[config.mk]
export PLATFORM = sky130hd
export DESIGN_NAME = tile_loader_mc
export DESIGN_NICKNAME = d
export VERILOG_FILES = /design/src/rtl/tile_loader_mc.sv
export SDC_FILE = /design/constraint.sdc
export NUM_CORES = 1
export LEC_CHECK = 0
export CAP_MARGIN = 20
export CORE_MARGIN = 2
export CORE_UTILIZATION = 40
export CTS_CLUSTER_SIZE = 40
export DETAILED_ROUTE_END_ITERATION = 6
export DONT_BUFFER_PORTS = 1
export SYNTH_ARGS = -nofsm -noshare
export SYNTH_HDL_FRONTEND = slang
export SYNTH_SLANG_ARGS = --single-unit
[constraint.sdc]
create_clock -name clk -period 5.8 [get_ports clk]
set_input_delay 1.16 -clock clk [delete_from_list [all_inputs] [get_ports clk]]
set_output_delay 1.16 -clock clk [all_outputs]
set_load 0.05 [all_outputs]
[src/rtl/tile_loader_mc.sv]
// Tile loader: walks a strided 2-D region of DDR as 4 KB-safe read bursts and
// packs the returned words contiguously into one of NUM_CH on-chip buffers.
module tile_loader_mc #(
  parameter int ADDR_W     = 32,
  parameter int DATA_W     = 32,
  parameter int NUM_CH     = 2,
  parameter int BUF_ADDR_W = 16,
  parameter int MAX_BURST  = 16,
  localparam int WB        = DATA_W / 8,
  localparam int CH_W      = (NUM_CH > 1) ? $clog2(NUM_CH) : 1
) (
  input  logic                  clk,
  input  logic                  rstn,
  input  logic                  cmd_valid,
  output logic                  cmd_ready,
  input  logic [CH_W-1:0]       cmd_ch,
  input  logic [ADDR_W-1:0]     cmd_base,
  input  logic [15:0]           cmd_rows,
  input  logic [15:0]           cmd_row_bytes,
  input  logic [31:0]           cmd_stride,
  input  logic [BUF_ADDR_W-1:0] cmd_dst,
  output logic                  rd_start_dma,
  output logic [ADDR_W-1:0]     rd_start_addr,
  output logic [7:0]            rd_num_trans,
  input  logic                  rd_done,
  input  logic [DATA_W-1:0]     rd_data,
  input  logic                  rd_data_vld,
  output logic [NUM_CH-1:0]     buf_we,
  output logic [BUF_ADDR_W-1:0] buf_addr,
  output logic [DATA_W-1:0]     buf_wdata,
  output logic                  busy,
  output logic                  done,
  output logic                  err
);

  typedef enum logic [2:0] {S_IDLE, S_ROW, S_ISSUE, S_WAIT, S_FIN} state_t;

  state_t r_state, w_next;

  logic [CH_W-1:0]       r_ch;
  logic [ADDR_W-1:0]     r_row_addr;
  logic [ADDR_W-1:0]     r_stride;
  logic [ADDR_W-1:0]     r_addr;
  logic [15:0]           r_rows;
  logic [15:0]           r_row_idx;
  logic [15:0]           r_row_words;
  logic [15:0]           r_rem;
  logic [15:0]           r_num;
  logic [15:0]           r_rcv;
  logic [BUF_ADDR_W-1:0] r_dst;
  logic [BUF_ADDR_W-1:0] r_word_cnt;

  logic                  r_cmd_ready;
  logic                  r_start;
  logic [NUM_CH-1:0]     r_buf_we;
  logic [BUF_ADDR_W-1:0] r_buf_addr;
  logic [DATA_W-1:0]     r_buf_wdata;
  logic                  r_busy;
  logic                  r_done;
  logic                  r_err;

  logic                  w_capture;
  logic                  w_cmd_bad;
  logic [15:0]           w_rcv_now;
  logic                  w_burst_ok;
  logic [15:0]           w_rem_after;
  logic [ADDR_W-1:0]     w_issue_addr;
  logic [15:0]           w_issue_rem;
  logic [12:0]           w_to4k_bytes;
  logic [12:0]           w_to4k_words;
  logic [15:0]           w_beats;
  logic [NUM_CH-1:0]     w_ch_onehot;

  assign w_capture   = cmd_valid && r_cmd_ready;
  assign w_cmd_bad   = (cmd_rows == 16'd0) || (cmd_row_bytes == 16'd0) ||
                       ((cmd_row_bytes % 16'(WB)) != 16'd0) ||
                       ((cmd_base % ADDR_W'(WB)) != '0) ||
                       ({1'b0, cmd_ch} >= (CH_W+1)'(NUM_CH));
  // A beat arriving together with rd_done still counts toward this burst
  assign w_rcv_now   = r_rcv + {15'd0, rd_data_vld};
  assign w_burst_ok  = (w_rcv_now == r_num);
  assign w_rem_after = r_rem - r_num;
  assign w_ch_onehot = NUM_CH'(1) << r_ch;

  // Next burst either starts a fresh row or continues the current one
  always_comb begin
    w_issue_addr = r_row_addr;
    w_issue_rem  = r_row_words;
    if (r_state == S_WAIT) begin
      w_issue_addr = r_addr + ADDR_W'(r_num) * ADDR_W'(WB);
      w_issue_rem  = w_rem_after;
    end
  end

  assign w_to4k_bytes = 13'h1000 - {1'b0, w_issue_addr[11:0]};
  assign w_to4k_words = w_to4k_bytes / 13'(WB);

  always_comb begin
    w_beats = w_issue_rem;
    if (w_beats > 16'(MAX_BURST)) w_beats = 16'(MAX_BURST);
    if (w_beats > {3'd0, w_to4k_words}) w_beats = {3'd0, w_to4k_words};
  end

  always_ff @(posedge clk or negedge rstn) begin
    if (!rstn) r_state <= S_IDLE;
    else       r_state <= w_next;
  end

  always_comb begin
    w_next = r_state;
    unique case (r_state)
      S_IDLE:  if (w_capture && !w_cmd_bad) w_next = S_ROW;
      S_ROW:   w_next = (r_row_idx == r_rows) ? S_FIN : S_ISSUE;
      S_ISSUE: w_next = S_WAIT;
      S_WAIT: begin
        if (rd_done) begin
          if (!w_burst_ok)               w_next = S_IDLE;
          else if (w_rem_after != 16'd0) w_next = S_ISSUE;
          else                           w_next = S_ROW;
        end
      end
      S_FIN:   w_next = S_IDLE;
      default: w_next = S_IDLE;
    endcase
  end

  // Status strobes are registered from the next state so they line up with it
  always_ff @(posedge clk or negedge rstn) begin
    if (!rstn) begin
      r_ch        <= '0;
      r_row_addr  <= '0;
      r_stride    <= '0;
      r_addr      <= '0;
      r_rows      <= '0;
      r_row_idx   <= '0;
      r_row_words <= '0;
      r_rem       <= '0;
      r_num       <= '0;
      r_rcv       <= '0;
      r_dst       <= '0;
      r_word_cnt  <= '0;
      r_cmd_ready <= 1'b0;
      r_start     <= 1'b0;
      r_buf_we    <= '0;
      r_buf_addr  <= '0;
      r_buf_wdata <= '0;
      r_busy      <= 1'b0;
      r_done      <= 1'b0;
      r_err       <= 1'b0;
    end else begin
      r_cmd_ready <= (w_next == S_IDLE);
      r_busy      <= (w_next != S_IDLE);
      r_start     <= (w_next == S_ISSUE);
      r_done      <= (w_next == S_FIN);
      r_err       <= 1'b0;
      r_buf_we    <= '0;

      if (w_capture) begin
        if (w_cmd_bad) begin
          r_err <= 1'b1;
        end else begin
          r_ch        <= cmd_ch;
          r_row_addr  <= cmd_base;
          r_stride    <= ADDR_W'(cmd_stride);
          r_rows      <= cmd_rows;
          r_row_words <= cmd_row_bytes / 16'(WB);
          r_dst       <= cmd_dst;
          r_row_idx   <= '0;
          r_word_cnt  <= '0;
        end
      end

      if (r_state == S_WAIT && rd_data_vld) begin
        r_buf_we    <= w_ch_onehot;
        r_buf_wdata <= rd_data;
        r_buf_addr  <= r_dst + r_word_cnt;
        r_word_cnt  <= r_word_cnt + 1'b1;
        r_rcv       <= w_rcv_now;
      end

      if (r_state == S_WAIT && rd_done && !w_burst_ok) r_err <= 1'b1;

      // Kept after the beat counter update so a new burst always starts at zero
      if (w_next == S_ISSUE) begin
        r_addr <= w_issue_addr;
        r_rem  <= w_issue_rem;
        r_num  <= w_beats;
        r_rcv  <= '0;
        if (r_state == S_ROW) begin
          r_row_addr <= r_row_addr + r_stride;
          r_row_idx  <= r_row_idx + 1'b1;
        end
      end
    end
  end

  assign cmd_ready     = r_cmd_ready;
  assign rd_start_dma  = r_start;
  assign rd_start_addr = r_addr;
  // A 256-beat burst encodes as 0 on the 8-bit length field
  assign rd_num_trans  = r_num[7:0];
  assign buf_we        = r_buf_we;
  assign buf_addr      = r_buf_addr;
  assign buf_wdata     = r_buf_wdata;
  assign busy          = r_busy;
  assign done          = r_done;
  assign err           = r_err;

endmodule
==> flow_summary.ini, run 1 <==
[setup_path]
critPathLaunch = r_num[1]$_DFFE_PN0P_
cp_data_required_time_ns = 6.23
r2r_cells = 21
r2r-end = r_num[7]$_DFFE_PN0P_
worst-path-stages = 21
crit_family = compound AO/OA/AOI/OAI gates
endpoint_kind = register
critical_path_class = register to register
endpoint = r_num[7]$_DFFE_PN0P_
crit_buf_inv = 2
crit_fanout = 12
timing.rr.start = r_num[1]$_DFFE_PN0P_
cp-start-kind = register
cp_cell_sequence = inv_1 -> ha_1 -> nor2b_1 -> o31a_1 -> o31a_1 -> a211oi_2 -> o221a_2 -> o211ai_1 -> o41ai_2 -> buf_4 -> and3_1 -> ha_1 -> nor2b_1 -> o21a_1 -> o21a_1 -> o21ai_0 -> a21oi_1 -> o21bai_1 -> a21o_2 -> nor2_1 -> mux2_1
rrSetupSlack_ns = 0.49
worst-endpoint-arrival_ns = 5.74
cpPeakStageDelay_ns = 0.52
crit_slowest_cell = dfrtp_1

[global_route]
grt_max_degree = 282
antenna_found_initial = 3
grt_pass1_vias = 13512
grt_usage_pct = 20.9
overflow = 0
grt_pass1_wl_mm = 74.6

[die]
rows = 76
die_width_um = 213
start_util_pct = 40.7
die_height_um = 213
placeableCoreArea_sq_mm = 0.0432
die-area_sq_mm = 0.0456
io_pins = 245

[clocking]
cts_tree = done
cts.htree.levels = 2
clkTransAtPathRegs_ns = 0.05
clk_latency_ns = 0.56
cts_buffers = 37
clock_sinks = 281
cts_buffer_depth = 3
postCtsHoldBufs = 0
cts_root_buffer = clkbuf_16

[cells_and_area]
layout-drive-gt1-share_pct = 11.8
final_cell_area_sq_mm = 0.0193
nets = 2102
fill_cells = 4218
area_growth_pct = 9.75
multi_input_comb_area_sq_mm = 0.00990
ff_latch_area_sq_mm = 0.00703
fin_cells = 2465

[synthesis]
synth_seq_cells = 281
async_flop_share_pct = 100
yosysTopAreaCell = dfrtp_1
synth_most_common_cell = dfrtp_1
synthTopCellsByCount = 281 x dfrtp_1, 271 x nand2_1, 148 x o21ai_0
syn_area_sq_mm = 0.0175
synth_edf_count = 0
syn_inst = 1883
yosysUniqueCellTypes = 83
yosys_warnings = 0
synth-main-ff-cell = dfrtp_1
synth_area_leaders = dfrtp_1 40%, ha_1 6.6%, nand2_1 5.8%, mux2_2 5.8%, o21ai_0 4.2%
syn-mean-instance-area_sq_um = 9.32
seq_area_frac_synth_pct = 40.1
synthDominantCellAreaShare_pct = 40.1

[sta]
rsz0062_at_grt = false
tightestPinTransition_ns = 1.02
setup_viol = 0
min_period_ns = 5.31
post-route-period-util_pct = 91.6
skew_ns = 0.0161
holdWs_ns = 0.329
hold_viol_final = 0
finalSetupTns_ns = 0
slew_violations = 0
max_freq_ghz = 0.188
slew_headroom_pct = 31.7

[drt]
ant_nets = 0
vias_per_cell = 5.61
post_drt_wl_per_cell_um = 19.5
wl_mm = 48.1
drt_iter0_drc = 943
drcViolationCount = 0
drt-pass1-iter-count = 5
vias = 13828

[power_and_ir_drop]
ir_drop_uv = 301
total_power_mw = 11.9
leakage_nw = 9.08
powerDensity_mw_per_mm2 = 619

[job]
max-cap-violations = 0

[placement]
place_congestion = 0.919
dp.cells = 2402
io_buffer_count = 0
place_area_sq_mm = 0.0180
hpwl_mm = 34.7

[run_status]
run_status = completed

[min_path]
hold_class = primary input to async pin
-- final cells by class --
class | count | area share, %
multi-input combinational | 1458 | 51.4
sequential | 281 | 36.5
clock buffer | 53 | 5.70
tap | 585 | 3.80
inverter | 57 | 1.12
timing repair buffer | 21 | 0.884
clock inverter | 9 | 0.585
antenna | 1 | 0.0130
-- stage by stage --
step / setup WS [ns] / util [%]
finish: 0.489 / 44.6
global route: 0.0792 / 44.6
CTS: 0.335 / 44.6
detailed placement: 0.369 / 41.8
global placement: 0.455 / 41.8
floorplan: 0.824 / -
-- state kept, by name (all words and copies together), names as in the netlist, 16 cells and up --
| name | cells |
|---|---|
| r_num | 16 |
| rd_start_addr | 32 |
| r_word_cnt | 16 |
| r_row_idx | 16 |
| r_rows | 16 |
| r_dst | 16 |
| r_row_addr | 32 |
| r_stride | 32 |
| r_rcv | 16 |
| r_rem | 16 |
| buf_wdata | 32 |
| buf_addr | 16 |
-- how the worst min path moves through the flow --
stage | start | end | slack [ns] | cells after the start
2_1_floorplan | r_ch$_DFFE_PN0P_ | buf_we[0]$_DFF_PN0_ | 0.41 | 1
3_3_place_gp | r_ch$_DFFE_PN0P_ | buf_we[0]$_DFF_PN0_ | 0.43 | 1
3_5_place_dp | r_ch$_DFFE_PN0P_ | buf_we[0]$_DFF_PN0_ | 0.45 | 1
4_1_cts | rstn | r_stride[28]$_DFFE_PN0P_ | 0.28 | 0
5_1_grt | rstn | r_row_addr[20]$_DFF_PN0_ | 0.29 | 0
6_report | rstn | r_rows[0]$_DFFE_PN0P_ | 0.33 | 0
-- report_power, final --
| part | total [mW] | leakage (nW) | switching [mW] | internal, mW |
|---|---|---|---|---|
| sequential | 4.22 | 3.63 | 1.61 | 2.61 |
| combinational | 5.39 | 4.86 | 3.15 | 2.24 |
| clock | 2.30 | 0.596 | 0.899 | 1.40 |
| total | 11.9 | 9.08 | 5.66 | 6.25 |
-- worst reg2reg max path, stage by stage (launching register included) --
cell      delay [ns]
dfrtp_1         0.52
inv_1           0.11
ha_1            0.29
nor2b_1         0.14
o31a_1          0.32
o31a_1          0.38
a211oi_2        0.30
o221a_2         0.27
o211ai_1        0.17
o41ai_2         0.34
buf_4           0.22
and3_1          0.17
ha_1            0.24
nor2b_1         0.14
o21a_1          0.16
o21a_1          0.16
o21ai_0         0.17
a21oi_1         0.09
o21bai_1        0.30
a21o_2          0.32
nor2_1          0.08
mux2_1          0.30
-- cells by family (layout without fill, tap and decap cells) --
group	after synthesis	count (layout)	synth area share, %
adder cells (fa/ha/maj)	96	96	7.02
AND/OR/NAND/NOR	654	654	17.9
multiplexers	150	150	9.93
other	1	7	0.0214
flip-flops	281	281	40.1
AO/OA/AOI/OAI	444	444	15.9
buffers and inverters	149	140	3.72
XOR/XNOR	108	108	5.39
-- layer usage --
layer | vias to the layer above | GRT usage (%) | part of all wire, %
met3 | 91 | 6.41 | 7.8
li1 | 6704 | - | -
met4 | 4 | 8.45 | 3.5
met2 | 379 | 32.4 | 45
met5 | - | 0 | 0.056
met1 | 6650 | 27.2 | 43
-- layout by cell type, fill, tap and decap left out, types with 9 or more instances in the layout --
cell type  synthesis  routed
nor4_1            17      17
o21a_1            16      16
a21oi_1           84      84
a211oi_1          18      17
nand3_1           65      65
a21o_1            31      30
inv_1             56      56
o21bai_1          11      11
nand2b_1          17      17
and2_1            12      11
o31ai_1           12      12
clkbuf_8           0       9
buf_4              9      20
clkbuf_16          0      38
or3_1             10      10
nor2_1           106     106
mux2i_1           32      32
a31oi_1           30      30
ha_1              92      92
mux2_4            25      25
nor3_1            37      37
nand2_1          271     270
xor2_1            58      58
o211ai_1          21      21
dfrtp_1          281     281
o21ai_0          148     148
mux2_2            90      90
nor2b_1           14      14
nand4_1           25      25
xnor2_1           50      50
and3_1            30      30
-- timing repair --
action / CTS / global route
buffers inserted: 0 / 0
endpoints found under the setup margin: 0 / 11
hold endpoints to repair: 0 / 0
resized for setup: 0 / 2
No activity file was read; power rests on OpenSTA's default activity.
==> run 2: changes to the inputs <==
- REMOVE_ABC_BUFFERS: unset -> 1
- SLEW_MARGIN: unset -> 20
==> flow_summary.ini, run 2 (synthesized netlist as in run 1, its figures left out) <==
[cells_and_area]
fill_cells = 4176
final_cell_area_sq_mm = 0.0193
fin_cells = 2468
final_common_cell = dfrtp_1
mostFrequentLayoutCells = 281 x dfrtp_1, 270 x nand2_1, 148 x o21ai_0
layout-drive-gt1-share_pct = 11.8
area_growth_pct = 9.90
nets = 2106
antenna_cells = 0

[sta]
skew_ns = 0.0147
tightestPinTransition_ns = 0.821
slew_headroom_pct = 45.3
slew_violations = 0
post-route-period-util_pct = 90.1
max_freq_ghz = 0.191
rsz0062_at_grt = false
setup_viol = 0
hold_viol_final = 0
fin_ws_ns = 0.573
finalSetupTns_ns = 0
min_period_ns = 5.23

[setup_path]
crit_buf_inv = 1
endpoint_kind = register
crit_fanout = 12
worst-endpoint-arrival_ns = 5.64
crit_slowest_cell = o41ai_2
cp-start-kind = register
cpPeakStageDelay_ns = 0.44
cp_cell_sequence = ha_1 -> fa_1 -> nand2b_1 -> a211oi_1 -> o21ai_0 -> nand4_1 -> and3_1 -> o211ai_1 -> o41ai_2 -> buf_4 -> and3_1 -> ha_1 -> o21a_1 -> o21a_1 -> o21ai_0 -> a21oi_1 -> o21bai_1 -> a21o_1 -> nor2_1 -> mux2_1
cp_data_required_time_ns = 6.22
crit_family = compound AO/OA/AOI/OAI gates
critical_path_class = register to register

[global_route]
grt_pass1_vias = 14167
gr-max-usage-layer = met2
use_met2_pct = 35.1
grt_pass1_wl_mm = 76.9
grt_usage_pct = 21.3
gr-usage-met1_pct = 26.4
overflow = 0
grt_max_degree = 282
antenna_found_initial = 0
use_met3_pct = 5.81

[drt]
drt_iter0_drc = 886
vias = 13960
wl_mm = 48.0
post_drt_wl_per_cell_um = 19.4
ant_nets = 0
drcViolationCount = 0
drt-pass1-iter-count = 5
vias_per_cell = 5.66

[clocking]
ctsResizeCount = 0
cts_root_buffer = clkbuf_16
cts_tree = done
postCtsHoldBufs = 0
clock_sinks = 281
cts.htree.levels = 2
cts_buffers = 36
cts_setup_buffers = 0
cts_buffer_depth = 3
clkTransAtPathRegs_ns = 0.06
clk_latency_ns = 0.55

[die]
start_util_pct = 40.7
die-area_sq_mm = 0.0456
die_height_um = 213
die_width_um = 213
rows = 76
io_pins = 245
placeableCoreArea_sq_mm = 0.0432

[min_path]
hold_class = primary input to async pin

[job]
max-cap-violations = 0

[run_status]
run_status = completed

[power_and_ir_drop]
leakage_nw = 9.11
ir_drop_uv = 324
total_power_mw = 11.9
powerDensity_mw_per_mm2 = 617

[placement]
place_congestion = 0.896
dp.cells = 2406
io_buffer_count = 0
place_ws_ns = 0.612
place_area_sq_mm = 0.0181
hpwl_mm = 34.1
==> run 2: cell count changes in the layout (fill, tap and decap cells not counted), sizes merged <==
cell,change
buf,+5
clkbuf,+1
clkinvlp,-1
diode,-1
inv,-1
==> run 2: metrics by stage <==
stage	hold slack, ns	utilization [%]
detailed placement	0.473	41.9
global route	0.293	44.7
finish	0.325	44.7
floorplan	0.412	-
CTS	0.290	44.6
global placement	0.466	41.9
==> run 2: per-layer routing <==
metal | share of wire [%] | up-vias
li1 | - | 6708
met1 | 43 | 6769
met2 | 46 | 393
met3 | 7.4 | 90
met4 | 3.7 | 0
met5 | 0 | -
==> run 2: cell type report <==
class	instances	area, sq um	area share [%]
inverters	57	216	1.12
clock inverters	7	88.8	0.461
multi-input cells	1458	9890	51.3
repair buffers	26	245	1.27
well taps	585	732	3.80
flip-flops and latches	281	7030	36.5
clock buffers	54	1080	5.60
==> run 2: worst reg2reg max path, cell delays in order, from the launching register on <==
cell and delay (ns):
dfrtp_1 0.38, ha_1 0.23, fa_1 0.42, nand2b_1 0.20, a211oi_1 0.37, o21ai_0 0.27, nand4_1 0.18, and3_1 0.18
o211ai_1 0.16, o41ai_2 0.44, buf_4 0.23, and3_1 0.17, ha_1 0.25, o21a_1 0.11, o21a_1 0.15, o21ai_0 0.15
a21oi_1 0.08, o21bai_1 0.29, a21o_1 0.43, nor2_1 0.08, mux2_1 0.31
==> run 2: final timing paths <==
kind | startpoint | endpoint | slack, ns | cells after the start
worst max-delay path | r_num[0]$_DFFE_PN0P_ | r_num[7]$_DFFE_PN0P_ | 0.57 | 20
worst min-delay path | rstn | buf_wdata[19]$_DFFE_PN0P_ | 0.33 | 0
worst min register to register | r_ch$_DFFE_PN0P_ | buf_we[0]$_DFF_PN0_ | 0.48 | 1
worst max register to register | r_num[0]$_DFFE_PN0P_ | r_num[7]$_DFFE_PN0P_ | 0.57 | 20
max in group asynchronous | rstn | r_stride[1]$_DFFE_PN0P_ | 4.98 | 0
min in group clk | r_ch$_DFFE_PN0P_ | buf_we[0]$_DFF_PN0_ | 0.48 | 1
==> run 2: power breakdown <==
group	total [mW]	switching, mW	internal (mW)	leakage [nW]
registers	4.17	1.57	2.61	3.63
clock network	2.22	0.855	1.37	0.578
logic	5.51	3.23	2.28	4.90
==> run 3: changes to the inputs <==
- CTS_CLUSTER_DIAMETER: unset -> 150
==> flow_summary.ini, run 3 (synthesized netlist as in run 1, its figures left out) <==
[setup_path]
cp_data_required_time_ns = 6.23
endpoint_kind = register
r2r_cells = 20
cp-start-kind = register
timing.rr.start = r_num[0]$_DFFE_PN0P_
critPathLaunch = r_num[0]$_DFFE_PN0P_
critical_path_class = register to register
worst-endpoint-arrival_ns = 5.65
crit_fanout = 12

[drt]
drt_iter0_drc = 917
drcViolationCount = 0
vias_per_cell = 5.68
ant_nets = 0
drt-pass1-iter-count = 5
vias = 13757
wl_mm = 46.8
post_drt_wl_per_cell_um = 19.3

[sta]
holdWs_ns = 0.327
hold_viol_final = 0
skew_ns = 0.0273
post-route-period-util_pct = 89.9
rsz0062_at_grt = false
setup_viol = 0
tightestPinTransition_ns = 1.05
min_period_ns = 5.21
slew_headroom_pct = 30.0
slew_violations = 0
finalSetupTns_ns = 0
max_freq_ghz = 0.192

[clocking]
ctsResizeCount = 0
cts_buffers = 11
cts.htree.levels = 1
clk_latency_ns = 0.53
cts_buffer_depth = 3
cts_tree = done
cts_setup_buffers = 0
clock_sinks = 281
cts_root_buffer = clkbuf_16
clkTransAtPathRegs_ns = 0.15
postCtsHoldBufs = 0

[cells_and_area]
final_common_cell = dfrtp_1
antenna_cells = 0
fill_cells = 4251
mostFrequentLayoutCells = 281 x dfrtp_1, 270 x nand2_1, 148 x o21ai_0
nets = 2080
layout-drive-gt1-share_pct = 10.0
area_growth_pct = 4.95

[placement]
hpwl_mm = 34.1
io_buffer_count = 0
place_congestion = 0.896

[power_and_ir_drop]
powerDensity_mw_per_mm2 = 579
leakage_nw = 8.68
ir_drop_uv = 421

[die]
io_pins = 245
placeableCoreArea_sq_mm = 0.0432
die-area_sq_mm = 0.0456
die_height_um = 213
start_util_pct = 40.7
rows = 76
die_width_um = 213

[global_route]
overflow = 0
grt_usage_pct = 20.5
grt_pass1_vias = 13847
grt_max_degree = 282
grt_pass1_wl_mm = 75.1
antenna_found_initial = 0

[min_path]
hold_class = primary input to async pin

[job]
max-cap-violations = 0

[run_status]
run_status = completed
## run 3: cell count changes in the layout (fill, tap and decap cells not counted), sizes merged
| cell | before | now |
|---|---|---|
| clkinv | 5 | 1 |
| buf | 26 | 25 |
| clkbuf | 54 | 11 |
| inv | 57 | 60 |
| bufinv | 2 | 0 |
## run 3: worst paths after layout
check                      slack, ns                         to
min                             0.33  buf_wdata[31]$_DFFE_PN0P_
min reg2reg                     0.50        buf_we[0]$_DFF_PN0_
max reg2reg                     0.59       r_num[7]$_DFFE_PN0P_
max                             0.59       r_num[7]$_DFFE_PN0P_
min in group clk                0.50        buf_we[0]$_DFF_PN0_
max in group asynchronous       5.00      r_rcv[12]$_DFFE_PN0P_
## run 3: area by class of cell
cell class | count | area [sq um] | area share [%]
Clock inverter | 4 | 46.3 | 0.251
Timing Repair Buffer | 25 | 225 | 1.22
Multi-Input combinational cell | 1458 | 9890 | 53.7
Tap cell | 585 | 732 | 3.97
Sequential cell | 281 | 7030 | 38.2
Clock buffer | 11 | 275 | 1.49
Inverter | 57 | 216 | 1.18
## run 3: routing by layer
| metal | up-vias | part of all wire [%] | global-route usage [%] |
|---|---|---|---|
| met3 | 62 | 7.1 | 5.02 |
| met5 | - | 0 | 0 |
| met1 | 6705 | 43 | 26.1 |
| met2 | 360 | 47 | 34.8 |
| li1 | 6630 | - | - |
| met4 | 0 | 2.8 | 5.48 |
## run 3: through the flow
| step | setup WS [ns] | cells | total power, mW | instance area (sq um) | utilization, % |
|---|---|---|---|---|---|
| 2_1_floorplan | 0.613 | 1796 | 8.09 | 17100 | - |
| 3_3_place_gp | 0.713 | 2406 | 9.56 | 18100 | 41.9 |
| 3_5_place_dp | 0.612 | 2406 | 9.65 | 18100 | 41.9 |
| 4_1_cts | 0.583 | 2421 | 10.7 | 18400 | 42.7 |
| 5_1_grt | 0.175 | 2421 | 11.5 | 18400 | 42.7 |
| 6_report | 0.588 | 2421 | 10.7 | 18400 | 42.7 |
## run 3: report_power, final
part           total (mW)  internal (mW)  switching, mW  leakage, nW
Sequential           4.17           2.60           1.57         3.63
Combinational        5.47           2.27           3.20         4.89
Clock                1.03          0.368          0.662        0.159
Total                10.7           5.24           5.43         8.68
## run 3: worst max-delay path, stage by stage (launching register included)
cell and delay, ns:
dfrtp_1 0.42, ha_1 0.23, fa_1 0.42, nand2b_1 0.19, a211oi_1 0.36, o21ai_0 0.27, nand4_1 0.18, and3_1 0.18
o211ai_1 0.16, o41ai_2 0.46, buf_4 0.24, and3_1 0.17, ha_1 0.25, o21a_1 0.11, o21a_1 0.15, o21ai_0 0.15
a21oi_1 0.08, o21bai_1 0.29, a21o_1 0.42, nor2_1 0.07, mux2_1 0.30
